### src/rtl/instr_exec.sv
// Multi-cycle accumulator executor: IDLE -> EXEC (-> MUL) -> DONE, one instruction at a time.
// Defining INSTR_EXEC_MUL_EN enables the iterative shift-add MUL; otherwise opcode 010 is a NOP.
module instr_exec (
  input  logic       clock,
  input  logic       reset,
  input  logic       ena,
  input  logic [7:0] instr_in,
  input  logic       instr_valid,
  output logic       instr_ready,
  output logic       pc_ena,
  output logic       retire,
  output logic [7:0] acc_out,
  output logic       zero_flag,
  output logic       carry_flag,
  output logic       busy
);

  typedef enum logic [1:0] {
    S_IDLE = 2'd0,
    S_EXEC = 2'd1,
`ifdef INSTR_EXEC_MUL_EN
    S_MUL  = 2'd2,
`endif
    S_DONE = 2'd3
  } state_t;

  typedef enum logic [2:0] {
    OP_ADD = 3'b000,
    OP_SUB = 3'b001,
    OP_MUL = 3'b010,
    OP_AND = 3'b011,
    OP_OR  = 3'b100,
    OP_XOR = 3'b101,
    OP_LDI = 3'b110,
    OP_NOP = 3'b111
  } opcode_t;

  state_t     state;
  logic [7:0] ir;
  logic [7:0] acc;
  logic       zero;
  logic       carry;

  opcode_t    opcode;
  logic [7:0] operand;
  logic [7:0] alu_res;
  logic       alu_carry;
  logic       alu_write;

  assign opcode  = opcode_t'(ir[7:5]);
  assign operand = {3'b000, ir[4:0]};

  // NOTE: every variable gets a default before the case so no path leaves it unassigned (no latch).
  always_comb begin
    alu_res   = acc;
    alu_carry = 1'b0;
    alu_write = 1'b0;
    case (opcode)
      OP_ADD: begin {alu_carry, alu_res} = {1'b0, acc} + {1'b0, operand}; alu_write = 1'b1; end
      OP_SUB: begin alu_res = acc - operand; alu_carry = (acc < operand); alu_write = 1'b1; end
      OP_AND: begin alu_res = acc & operand; alu_write = 1'b1; end
      OP_OR:  begin alu_res = acc | operand; alu_write = 1'b1; end
      OP_XOR: begin alu_res = acc ^ operand; alu_write = 1'b1; end
      OP_LDI: begin alu_res = operand;       alu_write = 1'b1; end
      default: ;
    endcase
  end

`ifdef INSTR_EXEC_MUL_EN
  logic [12:0] product;
  logic [2:0]  count;
  logic [12:0] mul_sum;

  // The final (count==4) step folds its own partial product into the written result.
  assign mul_sum = product + (ir[count] ? (13'(acc) << count) : 13'd0);
`endif

  // NOTE: sequential state uses non-blocking assignments so every register samples pre-edge values.
  always_ff @(posedge clock) begin
    if (reset) begin
      state <= S_IDLE;
      ir    <= 8'h00;
      acc   <= 8'h00;
      zero  <= 1'b0;
      carry <= 1'b0;
`ifdef INSTR_EXEC_MUL_EN
      product <= 13'd0;
      count   <= 3'd0;
`endif
    end else if (ena) begin
      case (state)
        S_IDLE: begin
          if (instr_valid) begin
            ir    <= instr_in;
            state <= S_EXEC;
          end
        end
        S_EXEC: begin
          state <= S_DONE;
          if (alu_write) begin
            acc   <= alu_res;
            zero  <= (alu_res == 8'h00);
            carry <= alu_carry;
          end
`ifdef INSTR_EXEC_MUL_EN
          if (opcode == OP_MUL) begin
            product <= 13'd0;
            count   <= 3'd0;
            state   <= S_MUL;
          end
        end
        S_MUL: begin
          product <= mul_sum;
          count   <= count + 3'd1;
          if (count == 3'd4) begin
            acc   <= mul_sum[7:0];
            zero  <= (mul_sum[7:0] == 8'h00);
            carry <= |mul_sum[12:8];
            state <= S_DONE;
          end
`endif
        end
        S_DONE:  state <= S_IDLE;
        default: state <= S_IDLE;
      endcase
    end
  end

  assign instr_ready = (state == S_IDLE);
  assign busy        = (state != S_IDLE);
  assign retire      = (state == S_DONE) && ena;
  assign pc_ena      = retire;
  assign acc_out     = acc;
  assign zero_flag   = zero;
  assign carry_flag  = carry;

endmodule

### config.mk
export PLATFORM = sky130hd
export DESIGN_NAME = instr_exec
export DESIGN_NICKNAME = d
export VERILOG_FILES = /design/src/rtl/instr_exec.sv
export SDC_FILE = /design/constraint.sdc
export NUM_CORES = 1
export LEC_CHECK = 0
export BUFFER_PORTS_ARGS = -buffer_cell sky130_fd_sc_hd__clkbuf_2
export CAP_MARGIN = 10
export CELL_PAD_IN_SITES_DETAIL_PLACEMENT = 1
export CELL_PAD_IN_SITES_GLOBAL_PLACEMENT = 1
export CORE_AREA = 5 5 54 92
export DETAILED_ROUTE_END_ITERATION = 8
export DIE_AREA = 0 0 59 97
export PLACE_DENSITY = 0.78
export SLEW_MARGIN = 15
export SYNTH_ARGS = -nofsm -noshare
export SYNTH_HDL_FRONTEND = slang
export SYNTH_SLANG_ARGS = --single-unit
### constraint.sdc
create_clock -name clock -period 4.16 [get_ports clock]
set_clock_uncertainty 0.1 [all_clocks]
set_input_delay 0.624 -clock clock [delete_from_list [all_inputs] [get_ports clock]]
set_output_delay 0.624 -clock clock [all_outputs]
set_load 0.03 [all_outputs]
* After elaboration in Yosys (flattened, before gate mapping)
Cells that the tools add are included.
** Storage, ports and cells
- Input bits :: 12
- Register bits :: 20
** Operators by class
- Reductions and logical operators :: 9
- Equality and inequality tests :: 8
- Multiplexer cells :: 5
- Add/sub/neg operators :: 2
- $lt $le $gt $ge :: 1
- Bitwise logic cells :: 3
** Operators by type and width (count)
- 8-bit one-hot mux with 6 select lines :: 1
- 8-bit by 5-bit adder with 9-bit output :: 1
- 3-bit == test, second input constant :: 3
- 8-bit by 5-bit AND with 8-bit output :: 1
- 8-bit zero test :: 1
- 8-bit by 5-bit < comparator with 1-bit output :: 1
- 8-bit by 5-bit OR with 8-bit output :: 1
- 8-bit by 5-bit subtractor with 8-bit output :: 1
- 8-bit by 5-bit XOR with 8-bit output :: 1
- 3-bit AND reduction :: 2
- 6-bit OR reduction :: 1
- 2-bit one-hot mux with 2 select lines :: 1
- 3-bit by 1-bit == test with 1-bit output, second input constant :: 1
- 3-bit by 2-bit == test with 1-bit output, second input constant :: 1
- 3-bit zero test :: 1
- 2-bit by 1-bit == test with 1-bit output, second input constant :: 1
- 2-bit == test, second input constant :: 1
- 2-bit zero test :: 1
- 2-bit 2-to-1 mux :: 1
- 2-bit inequality test, second input constant :: 1
- 1-bit one-hot mux with 2 select lines :: 1
- 2-bit AND reduction :: 1
- 2-bit nonzero test :: 1
- 1-bit logical AND :: 1
- 1-bit 2-to-1 mux :: 1

* Depth between registers and ports, before layout
Gate-level depths: netlist of run 1.
- Word-level depth :: 4
- Depth in mapped cells :: 11
- Depth with buffers taken out :: 11

* Least setup slack after synthesis of run 1
OpenSTA, ideal clock, no wires.
- Path type :: flip-flop to flip-flop
- Start :: register acc[0] (netlist: acc_out[0])
- End :: register zero (netlist: zero_flag)
- Arrival time :: 2.375 ns
- Setup slack :: 1.598 ns
- Path buffers :: 0
- Cell stages (with the launch flop) :: 11
- Setup time :: 0.087 ns
- Cells stage by stage :: dfxtp_1 > ha_1 > inv_1 > fa_1 > xor2_1 > o221ai_1 > a221oi_1 > nand4_1 > nor3_2 > o211ai_2 > o31ai_1
** On the way
- Longest elaborated chain between the ends :: 3
- Elaborated cells between the ends (all ways) :: 7
- Those cells by class :: add/sub (2); mux (1); bitwise (3); reduce/logical (1)
** Ends and longest elaborated chain
- from (decl) :: line 40 : logic [7:0] acc;
- from (signal assigned) :: line 101 : acc <= alu_res;
- 8-bit by 5-bit subtractor with 8-bit output (tied with other cells) :: line 60 : OP_SUB: begin alu_res = acc - operand; alu_carry = (acc < operand); alu_write = 1'b1; end
- 8-bit one-hot mux with 6 select lines (*) :: line 58 : case (opcode)
- 8-bit zero test (*) :: line 102 : zero <= (alu_res == 8'h00);
- to (signal assigned) :: line 102
- to (decl) :: line 41 : logic zero;
Mark *: on every way between the ends. The rest lies on a longest branch, timed or not.
A chain may end at the register's enable or synchronous reset.

* Final worst setup path of run 1
Same ends and word-level chain as after synthesis.

==> results by group, run 1 <==
Yosys
  • Seq/Total Area, Yosys: 0.2232
  • Synth area leaders: dfxtp_1 22%, ha_1 10%, mux2i_1 7.3%
  • Post-synth EDFFs: 0
  • Synth Area in Adders: 0.1269
  • Avg Cell Area, Syn: between 7 and 8 sq um
  • Post-synth top area cell: dfxtp_1
  • Synth warn: 0
  • Ys flop type: dfxtp_1
  • Post-Syn Area: ~1800 sq um
  • Simple-Gate Fraction of Synth Area: 0.2301
  • Top cells by count, synth: 21 x nor2_1, 20 x dfxtp_1, 20 x o21ai_0, 19 x inv_1, 15 x ha_1
  • Post-synth cell types: 53
  • Synth async-reset ratio: 0
  • Mux contribution to synthesized area: 0.07252
  • Largest family of logic cells by synthesized area: compound AO/OA/AOI/OAI gates
  • Synth Area in Compound Gates: 0.2490
  • Post-synthesis xor/xnor area fraction: 0.01464
  • Syn nets: roughly 260
  • FF+latch count, synth: 20
  • Top-count cell post-synth: nor2_1
  • Top-area cell type share of the netlist area: 0.2232
  • Synth Instances: ~230

Power
  • Peak supply drop: between 0.00015 and 0.0002 V
  • Net Sw Power: about 0.18 mW
  • Logic gate share of total power: 0.292
  • Clk pwr share: 0.299
  • Sequential Power Share: 0.409
  • PwrDens: 266.5 nW/um^2
  • Cell internal pwr: 0.3451 mW
  • Switching Share: 0.3447
  • Static Leak: 0.7904 nW

Floorplanning
  • Initial core utilization: 0.4364
  • Core Rows: 31
  • Die X: 59 um
  • Io pins: 26
  • DIE AREA: between 5000 and 6000 sq um
  • Core area: 4111 sq um
  • Die height: roughly 97 um

Timing
  • Hold Fails Final Rpt: 0
  • Setup TNS: 0 ns
  • Final slew viol count: 0
  • Rel. slew slack: 0.5003
  • Final Cycle Share: 0.6712
  • Final worst slack: around 1.4 ns
  • Endpoints failing setup: 0
  • Transition time of the tightest slew-check pin: roughly 0.75 ns
  • Unrepaired setup endpoints after global routing: no
  • Fmax: about 360 MHz
  • Hold WS: 0.4092 ns
  • Fin crit period: 2.792 ns

Critical path
  • Reg2reg path depth: 10
  • CP endpoint kind: flop
  • RR Startpoint: acc_out[0]$_SDFFE_PP0P_
  • Req. time, crit path: ~4.3 ns
  • Crit path to: zero_flag$_SDFFE_PP0P_
  • Setup CP Type: flop to flop
  • R2R setup slack: roughly 1.4 ns
  • RR Endpoint: zero_flag$_SDFFE_PP0P_
  • Critical path launch point: acc_out[0]$_SDFFE_PP0P_
  • Startpoint type of the worst setup path: flop
  • Worst endpoint data arrival time: roughly 2.9 ns
  • Crit Path Max Fanout: 6

Route
  • Antenna Nets Post-Route: 0
  • Vias per Instance: between 5 and 6
  • Drt wl/cell: around 17 um
  • DRT iter0 DRCs: 66
  • TritonRoute pass-1 iters: 4
  • WL final: 5173 um
  • Vias: 1748
  • Residual DRC: 0

Clocking
  • Reg clk slew, reported paths: approximately 0.080 ns
  • Setup repair bufs after CTS: 0
  • Hold Buf Count CTS: 0
  • Clk_lat worst skew: approximately 0.27 ns
  • H-tree depth: 1
  • CTS root buf: clkbuf_8
  • CTS Buf Count: 3
  • Clock tree from TritonCTS: yes
  • CTS resizes: 0
  • Clock tree buffer depth: 2
  • CTS Sinks: 20

Run status
  • Outcome: finished clean

GRT
  • Vias in the first global route: around 1800
  • Initial antenna violation count: 0
  • First-pass GRT wire length: ~8500 um
  • Pin count of the biggest net entering global routing: 24
  • GR Overflow Total: 0
  • Total GRT Usage: 0.1907

Placed design
  • Final Wtd Congestion: approximately 0.8
  • Input/output buffers: 25
  • Post-DP HPWL: approximately 4000 um
  • Post-place setup slack: between 1 and 1.5 ns

Cells and area
  • # diodes: 0
  • Nets: ~280
  • Layout cells sized above 1: 0.1694
  • Area Growth Syn to Fin: 10.11%

Worst hold path
  • Worst min path class: flop to flop

Run
  • Max cap viols: 0
==> through the flow <==
stage | util | instances | area [sq um] | total power, mW
after global routing | 0.4805 | 297 | 1976 | 0.5605
after floorplan | - | 232 | 1794 | 0.3320
after detailed placement | 0.4671 | 293 | 1921 | 0.3738
final | 0.4805 | 297 | 1976 | 0.5266
after CTS | 0.4805 | 297 | 1976 | 0.5341
after global placement | 0.4671 | 293 | 1921 | 0.3705
==> power by group through the flow <==
stage          logic [mW]  registers, mW  clock network [mW]
3_5_place_dp        0.154          0.220                   0
6_report            0.154          0.215               0.157
4_1_cts             0.155          0.215               0.164
5_1_grt             0.170          0.218               0.173
2_1_floorplan       0.112          0.220                   0
3_3_place_gp        0.151          0.219                   0
==> flip-flops by register name, indices dropped and copies added, names as in the netlist <==
signal,flops
zero_flag,1
state,2
carry_flag,1
ir,8
acc_out,8
==> critical path: stages, from the launching register on <==
cell	delay, ns
dfxtp_1	0.42
ha_1	0.23
inv_1	0.07
fa_1	0.40
xor2_1	0.17
o221ai_1	0.14
a221oi_1	0.46
nand4_1	0.20
nor3_2	0.21
o211ai_2	0.12
o31ai_1	0.19
==> layout make-up <==
| class | instances | area (sq um) |
|---|---|---|
| multi-input combinational | 177 | 1244 |
| fill | 564 | 2136 |
| clock buffer | 4 | 55.05 |
| tap | 49 | 61.31 |
| inverter | 20 | 75.07 |
| timing repair buffer | 27 | 140.1 |
| sequential | 20 | 400.4 |
==> kinds of logic after synthesis <==
logic type / Yosys count
buf+inv: 35
simple gates: 76
mux: 13
flops: 20
compound gates: 68
xor+xnor: 3
fa+ha+maj: 17
==> per-layer routing <==
| layer | GRT usage | share of wire | vias up |
|---|---|---|---|
| li1 | - | - | 861 |
| met1 | 0.2180 | 0.41 | 849 |
| met2 | 0.3390 | 0.53 | 27 |
| met3 | 0.01997 | 0.024 | 11 |
| met4 | 0.08377 | 0.029 | 0 |
| met5 | 0 | 0 | - |
==> cell usage in the layout, fill, tap and decap left out, types with 2 or more instances in the layout <==
cell	synthesis	routed
a211oi_1	8	8
a21oi_1	14	14
a221oi_1	3	3
a31oi_1	2	2
and3_1	3	3
buf_4	3	2
clkbuf_2	0	25
clkbuf_8	0	4
dfxtp_1	20	20
fa_1	2	2
ha_1	15	15
inv_1	19	19
mux2i_1	13	13
nand2_1	11	11
nand2b_1	4	4
nand3_1	4	4
nand3b_1	4	4
nor2_1	21	21
nor2b_1	4	4
nor3_1	3	3
nor4_1	3	3
o211ai_1	4	4
o21ai_0	20	20
o22ai_1	2	2
o31ai_1	2	2
or2_2	4	4
or3_1	4	4
or4_1	2	2
xnor2_1	2	2
==> worst min-delay path by stage <==
stage / startpoint / to / cells past startpoint
6_report: state[1]$_SDFFE_PP0P_ / state[0]$_SDFFE_PP0P_ / 1
5_1_grt: state[1]$_SDFFE_PP0P_ / state[0]$_SDFFE_PP0P_ / 1
4_1_cts: state[1]$_SDFFE_PP0P_ / state[0]$_SDFFE_PP0P_ / 1
3_5_place_dp: state[1]$_SDFFE_PP0P_ / state[0]$_SDFFE_PP0P_ / 1
3_3_place_gp: state[1]$_SDFFE_PP0P_ / state[0]$_SDFFE_PP0P_ / 1
2_1_floorplan: state[1]$_SDFFE_PP0P_ / state[0]$_SDFFE_PP0P_ / 1
No activity file was read; power rests on OpenSTA's default activity.
==> run 2, diff against run 1 <==
- CORE_AREA: 5 5 54 92 -> 5 5 58 99
- DIE_AREA: 0 0 59 97 -> 0 0 63 104
- PLACE_DENSITY: 0.78 -> 0.71
- clock period: 4.16 -> 2.3 ns (I/O delays scaled with it)
==> run 2 against run 1 <==
Sequential cell count unchanged. Via count up 13%. Clock-buffer cell count unchanged. Power up 96%. Sequential share of layout area down 2.9 points. Global-route usage down 0.30 points. The run now ends with negative setup slack left. Clock power up 65%. Maximum frequency up 13%. Core utilization up 1.1 points.
==> results by group, run 2 (synthesis gave the netlist of run 1 again) <==
Timing
  • Endpoints failing setup: 1
  • Fin crit period: roughly 2.5 ns
  • Rel. slew slack: 0.7336
  • Hold WS: around 0.2 ns
  • Unrepaired setup endpoints after global routing: yes
  • Hold Fails Final Rpt: 0
  • Final worst slack: -0.1737 ns
  • Final Cycle Share: 1.076
  • Setup TNS: -0.1737 ns
  • Fmax: roughly 400 MHz
  • Final slew viol count: 0
  • Transition time of the tightest slew-check pin: ~0.4 ns

Clocking
  • CTS Sinks: 20
  • Hold Buf Count CTS: 0
  • H-tree depth: 1
  • Reg clk slew, reported paths: 0.09 ns
  • Clk_lat worst skew: about 0.27 ns
  • Clock tree from TritonCTS: yes
  • CTS root buf: clkbuf_8
  • CTS Buf Count: 3
  • Clock tree buffer depth: 2

Placed design
  • Placed cell areas: 2237 sq um
  • Post-DP HPWL: between 4000 and 5000 um
  • Post-place setup slack: -0.2798 ns
  • Final Wtd Congestion: 0.8939
  • Placed insts: 335
  • Input/output buffers: 25

GRT
  • First-pass GRT wire length: between 9000 and 10000 um
  • Initial antenna violation count: 0
  • Vias in the first global route: around 2000
  • Pin count of the biggest net entering global routing: 21
  • GR Overflow Total: 0
  • Total GRT Usage: 0.1876

Cells and area
  • Layout fillers: around 630
  • Storage cell area: roughly 420 sq um
  • Nets: ~320
  • Layout Cells excl Fill: around 340
  • Design Area, Final: between 2000 and 2500 sq um
  • Most common cell after layout, fill and taps aside: buf_4
  • Area Growth Syn to Fin: 33.96%
  • Most frequent cells in the layout: 40 x buf_4, 25 x clkbuf_2, 21 x nor2_1, 15 x inv_1, 15 x o21ai_0
  • Multi-input gate area: about 1400 sq um
  • # diodes: 0
  • Layout cells sized above 1: 0.3763
  • Layout Utilization: 0.4913

Critical path
  • CP max stage delay: 0.38 ns
  • Cells along the critical path: ha_1, inv_1, fa_2, xor2_1, o221ai_2, a221oi_2, nand4_1, nor3_2, o211ai_2, o31ai_1
  • CP endpoint kind: flop
  • Worst endpoint data arrival time: about 2.6 ns
  • Slowest cell on crit path: dfxtp_4
  • Req. time, crit path: roughly 2.4 ns
  • R2R setup slack: -0.17 ns
  • Setup CP Type: flop to flop
  • Startpoint type of the worst setup path: flop
  • Crit Path Max Fanout: 4
  • RR Endpoint: zero_flag$_SDFFE_PP0P_
  • RR Startpoint: ir[0]$_SDFFE_PP0P_
  • Reg2reg path depth: 10

Route
  • Antenna Nets Post-Route: 0
  • WL final: a little under 6000 um
  • DRT iter0 DRCs: between 40 and 50
  • Drt wl/cell: 17.50 um
  • Vias per Instance: approximately 5.8
  • TritonRoute pass-1 iters: 4
  • Vias: between 1500 and 2000
  • Residual DRC: 0

Worst hold path
  • Worst hold path endpoint: ir[6]$_SDFFE_PP0P_
  • Worst hold stages: 3
  • Worst min path class: primary input to flop
  • Worst hold start: instr_in[6]

Power
  • Static Leak: 1.004 nW
  • PwrDens: approximately 430 nW/um^2
  • Total power: between 1 and 1.5 mW
  • Peak supply drop: between 0.0003 and 0.0004 V

Floorplanning
  • Io pins: 26
  • Initial core utilization: 0.3668
  • Die X: 63 um
  • Die height: roughly 100 um
  • Core area: about 4900 sq um
  • DIE AREA: roughly 6600 sq um
  • Core Rows: 34

Run status
  • Outcome: finished, violations left
  • Failing checks: negative setup slack

Run
  • Max cap viols: 0
-- run 2: cell types whose count changed in the layout (fill, tap and decap cells not counted), moves of 3 or more --
cell / previous run / this run
o21ai_0: 20 / 15
inv_2: 0 / 3
dfxtp_1: 20 / 14
dfxtp_4: 0 / 4
inv_1: 19 / 15
buf_4: 2 / 40
o21ai_1: 0 / 4
ha_1: 15 / 12
-- run 2: report_power, final --
group,internal [mW],switching (mW),total (mW)
registers,0.361,0.0131,0.374
clock network,0.124,0.135,0.259
logic,0.181,0.218,0.399
total,0.666,0.366,1.03
-- run 2: what timing repair did --
item	in CTS	in global routing
buffers inserted	1	1
pin swaps	8	8
endpoints found under the setup margin	6	7
gates resized for setup	20	11
-- run 2: how the worst max path moves through the flow --
| stage | startpoint | to | slack (ns) |
|---|---|---|---|
| final | ir[0]$_SDFFE_PP0P_ | zero_flag$_SDFFE_PP0P_ | -0.17 |
| after CTS | acc_out[0]$_SDFFE_PP0P_ | zero_flag$_SDFFE_PP0P_ | -0.20 |
| after global routing | acc_out[0]$_SDFFE_PP0P_ | zero_flag$_SDFFE_PP0P_ | -0.34 |
| after global placement | acc_out[0]$_SDFFE_PP0P_ | zero_flag$_SDFFE_PP0P_ | -0.12 |
| after floorplan | acc_out[0]$_SDFFE_PP0P_ | zero_flag$_SDFFE_PP0P_ | -0.02 |
| after detailed placement | acc_out[0]$_SDFFE_PP0P_ | zero_flag$_SDFFE_PP0P_ | -0.28 |
-- run 2: layout make-up --
class,count,area share
multi-input cells,177,0.5617
repair buffers,66,0.1853
flip-flops and latches,20,0.1739
inverters,20,0.03227
well taps,54,0.02811
clock buffers,4,0.01874
-- run 2: layer usage --
layer  GRT usage  routed length (um)  part of all wire  vias up
met2      0.3642                3348              0.56       46
met1      0.1898                2186              0.37      971
met4     0.08346                 255             0.043        0
met5           0                   0                 0        -
li1            -                   -                 -      940
met3     0.02270                 179             0.030       21
-- run 2: worst max-delay path, delay by kind of cell (launching register included) --
kind / cells / cell delay (ns)
flops: 1 / 0.38
fa+ha+maj: 2 / 0.52
compound gates: 4 / 0.71
xor+xnor: 1 / 0.19
buf+inv: 1 / 0.06
simple gates: 2 / 0.43
==> run 3, diff against run 2 <==
- PLACE_DENSITY: 0.71 -> 0.72
==> run 3 against run 2 <==
The flow still finishes with violations (negative setup slack). Setup slack gained 0.076 ns. Worst hold slack improved by 0.0016 ns. Die area stayed put. Power is 2.8% higher. Critical path depth is the same. Global-route usage up 0.24 points. Cell count increased by 0.29%. Via count fell by 3.2%. Critical endpoint unchanged. Largest power group unchanged.
==> results by group, run 3 (synthesis gave the netlist of run 1 again) <==
Cells and area
  • Design Area, Final: 2416 sq um
  • Area Growth Syn to Fin: 34.66%
  • Layout cells sized above 1: 0.3889
  • Nets: approximately 320
  • Most common cell after layout, fill and taps aside: buf_4
  • Most frequent cells in the layout: 42 x buf_4, 25 x clkbuf_2, 21 x nor2_1, 17 x o21ai_0, 15 x inv_1
  • Layout Cells excl Fill: ~340
  • # diodes: 0

Route
  • TritonRoute pass-1 iters: 4
  • Drt wl/cell: 18.23 um
  • Vias: roughly 1900
  • WL final: between 6000 and 7000 um
  • Vias per Instance: approximately 5.6
  • Residual DRC: 0
  • DRT iter0 DRCs: 61
  • Antenna Nets Post-Route: 0

Timing
  • Endpoints failing setup: 1
  • Final slew viol count: 0
  • Fin crit period: about 2.4 ns
  • Unrepaired setup endpoints after global routing: yes
  • Transition time of the tightest slew-check pin: between 0.4 and 0.5 ns
  • Setup TNS: -0.09720 ns
  • Rel. slew slack: 0.6863
  • Hold WS: between 0.2 and 0.25 ns
  • Final Cycle Share: 1.042
  • Final worst slack: -0.09720 ns
  • Hold Fails Final Rpt: 0
  • Fmax: ~420 MHz

GRT
  • First-pass GRT wire length: 9956 um
  • Initial antenna violation count: 0
  • Total GRT Usage: 0.1900
  • M3 GR Usage: 0.01730
  • Vias in the first global route: 2073
  • GRT met1 Usage: 0.1818
  • Pin count of the biggest net entering global routing: 23
  • GR Overflow Total: 0
  • Met2 Usage GRT: 0.3855
  • Most Crowded Layer GR: met2

Clocking
  • CTS Sinks: 20
  • Hold Buf Count CTS: 0
  • CTS Buf Count: 3
  • Reg clk slew, reported paths: about 0.09 ns
  • Clk_lat worst skew: 0.27 ns
  • CTS root buf: clkbuf_8
  • Clock tree from TritonCTS: yes
  • H-tree depth: 1
  • Clock tree buffer depth: 2

Critical path
  • Crit Path Max Fanout: 3
  • Crit path to: zero_flag$_SDFFE_PP0P_
  • RR Startpoint: ir[0]$_SDFFE_PP0P_
  • Reg2reg path depth: 10
  • Req. time, crit path: 2.40 ns
  • Worst endpoint data arrival time: approximately 2.5 ns
  • Critical path launch point: ir[0]$_SDFFE_PP0P_
  • Startpoint type of the worst setup path: flop
  • CP endpoint kind: flop
  • RR Endpoint: zero_flag$_SDFFE_PP0P_
  • R2R setup slack: -0.1 ns
  • Setup CP Type: flop to flop

Placed design
  • Post-place setup slack: -0.1975 ns
  • Final Wtd Congestion: 0.8809
  • Placed insts: between 300 and 400
  • Post-DP HPWL: roughly 4800 um
  • Placed cell areas: 2232 sq um
  • Input/output buffers: 25

Power
  • Logic gate share of total power: 0.373
  • Net Sw Power: ~0.38 mW
  • Sequential Power Share: 0.352
  • Peak supply drop: 0.0003175 V
  • Static Leak: between 1 and 1.5 nW
  • Clk pwr share: 0.275
  • Cell internal pwr: about 0.68 mW
  • Switching Share: 0.3546
  • PwrDens: between 400 and 500 nW/um^2

Floorplanning
  • Core Rows: 34
  • Die X: ~63 um
  • Initial core utilization: 0.3668
  • DIE AREA: about 6600 sq um
  • Core area: just under 5000 sq um
  • Die height: about 100 um
  • Io pins: 26

Run
  • Max cap viols: 0

Worst hold path
  • Worst min path class: primary input to flop

Run status
  • Outcome: finished, violations left
  • Failing checks: negative setup slack
[run 3: changes by cell type in the layout (fill, tap and decap cells not counted), sizes merged]
cell and change:
buf +1
[run 3: cell type report]
cell class                 count  area [sq um]
inverter                      20         80.08
sequential                    20         420.4
tap                           54         67.56
multi-input combinational    177          1353
timing repair buffer          67         440.4
clock buffer                   4         55.05
fill                         610          2476
[run 3: power by group through the flow]
stage          registers (mW)  clock network [mW]  logic (mW)
2_1_floorplan           0.397                   0       0.206
3_3_place_gp            0.380                   0       0.351
3_5_place_dp            0.381                   0       0.360
4_1_cts                 0.373               0.302       0.378
5_1_grt                 0.376               0.316       0.428
6_report                0.374               0.292       0.396
[run 3: worst min-delay path by stage]
stage,slack [ns],end,start,cells past startpoint
6_report,0.20,ir[6]$_SDFFE_PP0P_,instr_in[6],3
5_1_grt,0.22,ir[7]$_SDFFE_PP0P_,instr_in[7],3
4_1_cts,0.21,ir[6]$_SDFFE_PP0P_,instr_in[6],3
3_5_place_dp,0.40,state[0]$_SDFFE_PP0P_,state[1]$_SDFFE_PP0P_,1
3_3_place_gp,0.37,state[0]$_SDFFE_PP0P_,state[1]$_SDFFE_PP0P_,1
2_1_floorplan,0.35,state[0]$_SDFFE_PP0P_,ena,1
[run 3: repair_timing]
item | CTS | global route
hold endpoints to repair | 0 | 0
buffers inserted | 0 | 2
pin swaps | 4 | 6
setup endpoints to repair | 7 | 5
gates resized for setup | 15 | 18
[run 3: per-stage QoR]
stage	total power [mW]	utilization
2_1_floorplan	0.6022	-
4_1_cts	1.053	0.4770
5_1_grt	1.121	0.4939
6_report	1.061	0.4939
3_5_place_dp	0.7404	0.4563
3_3_place_gp	0.7303	0.4563
[run 3: metal layers]
metal	up-vias	routed length [um]
met5	-	0
met4	0	191
met3	13	177
met2	36	3689
met1	930	2176
li1	935	-
[run 3: critical path: stages (launching register included)]
cell and delay [ns]:
dfxtp_4 0.37, ha_2 0.18, inv_1 0.05, fa_2 0.35, xor2_1 0.19, o221ai_2 0.12, a221oi_2 0.35, nand4_1 0.16
nor3_2 0.17, o211ai_2 0.11, o31ai_1 0.17
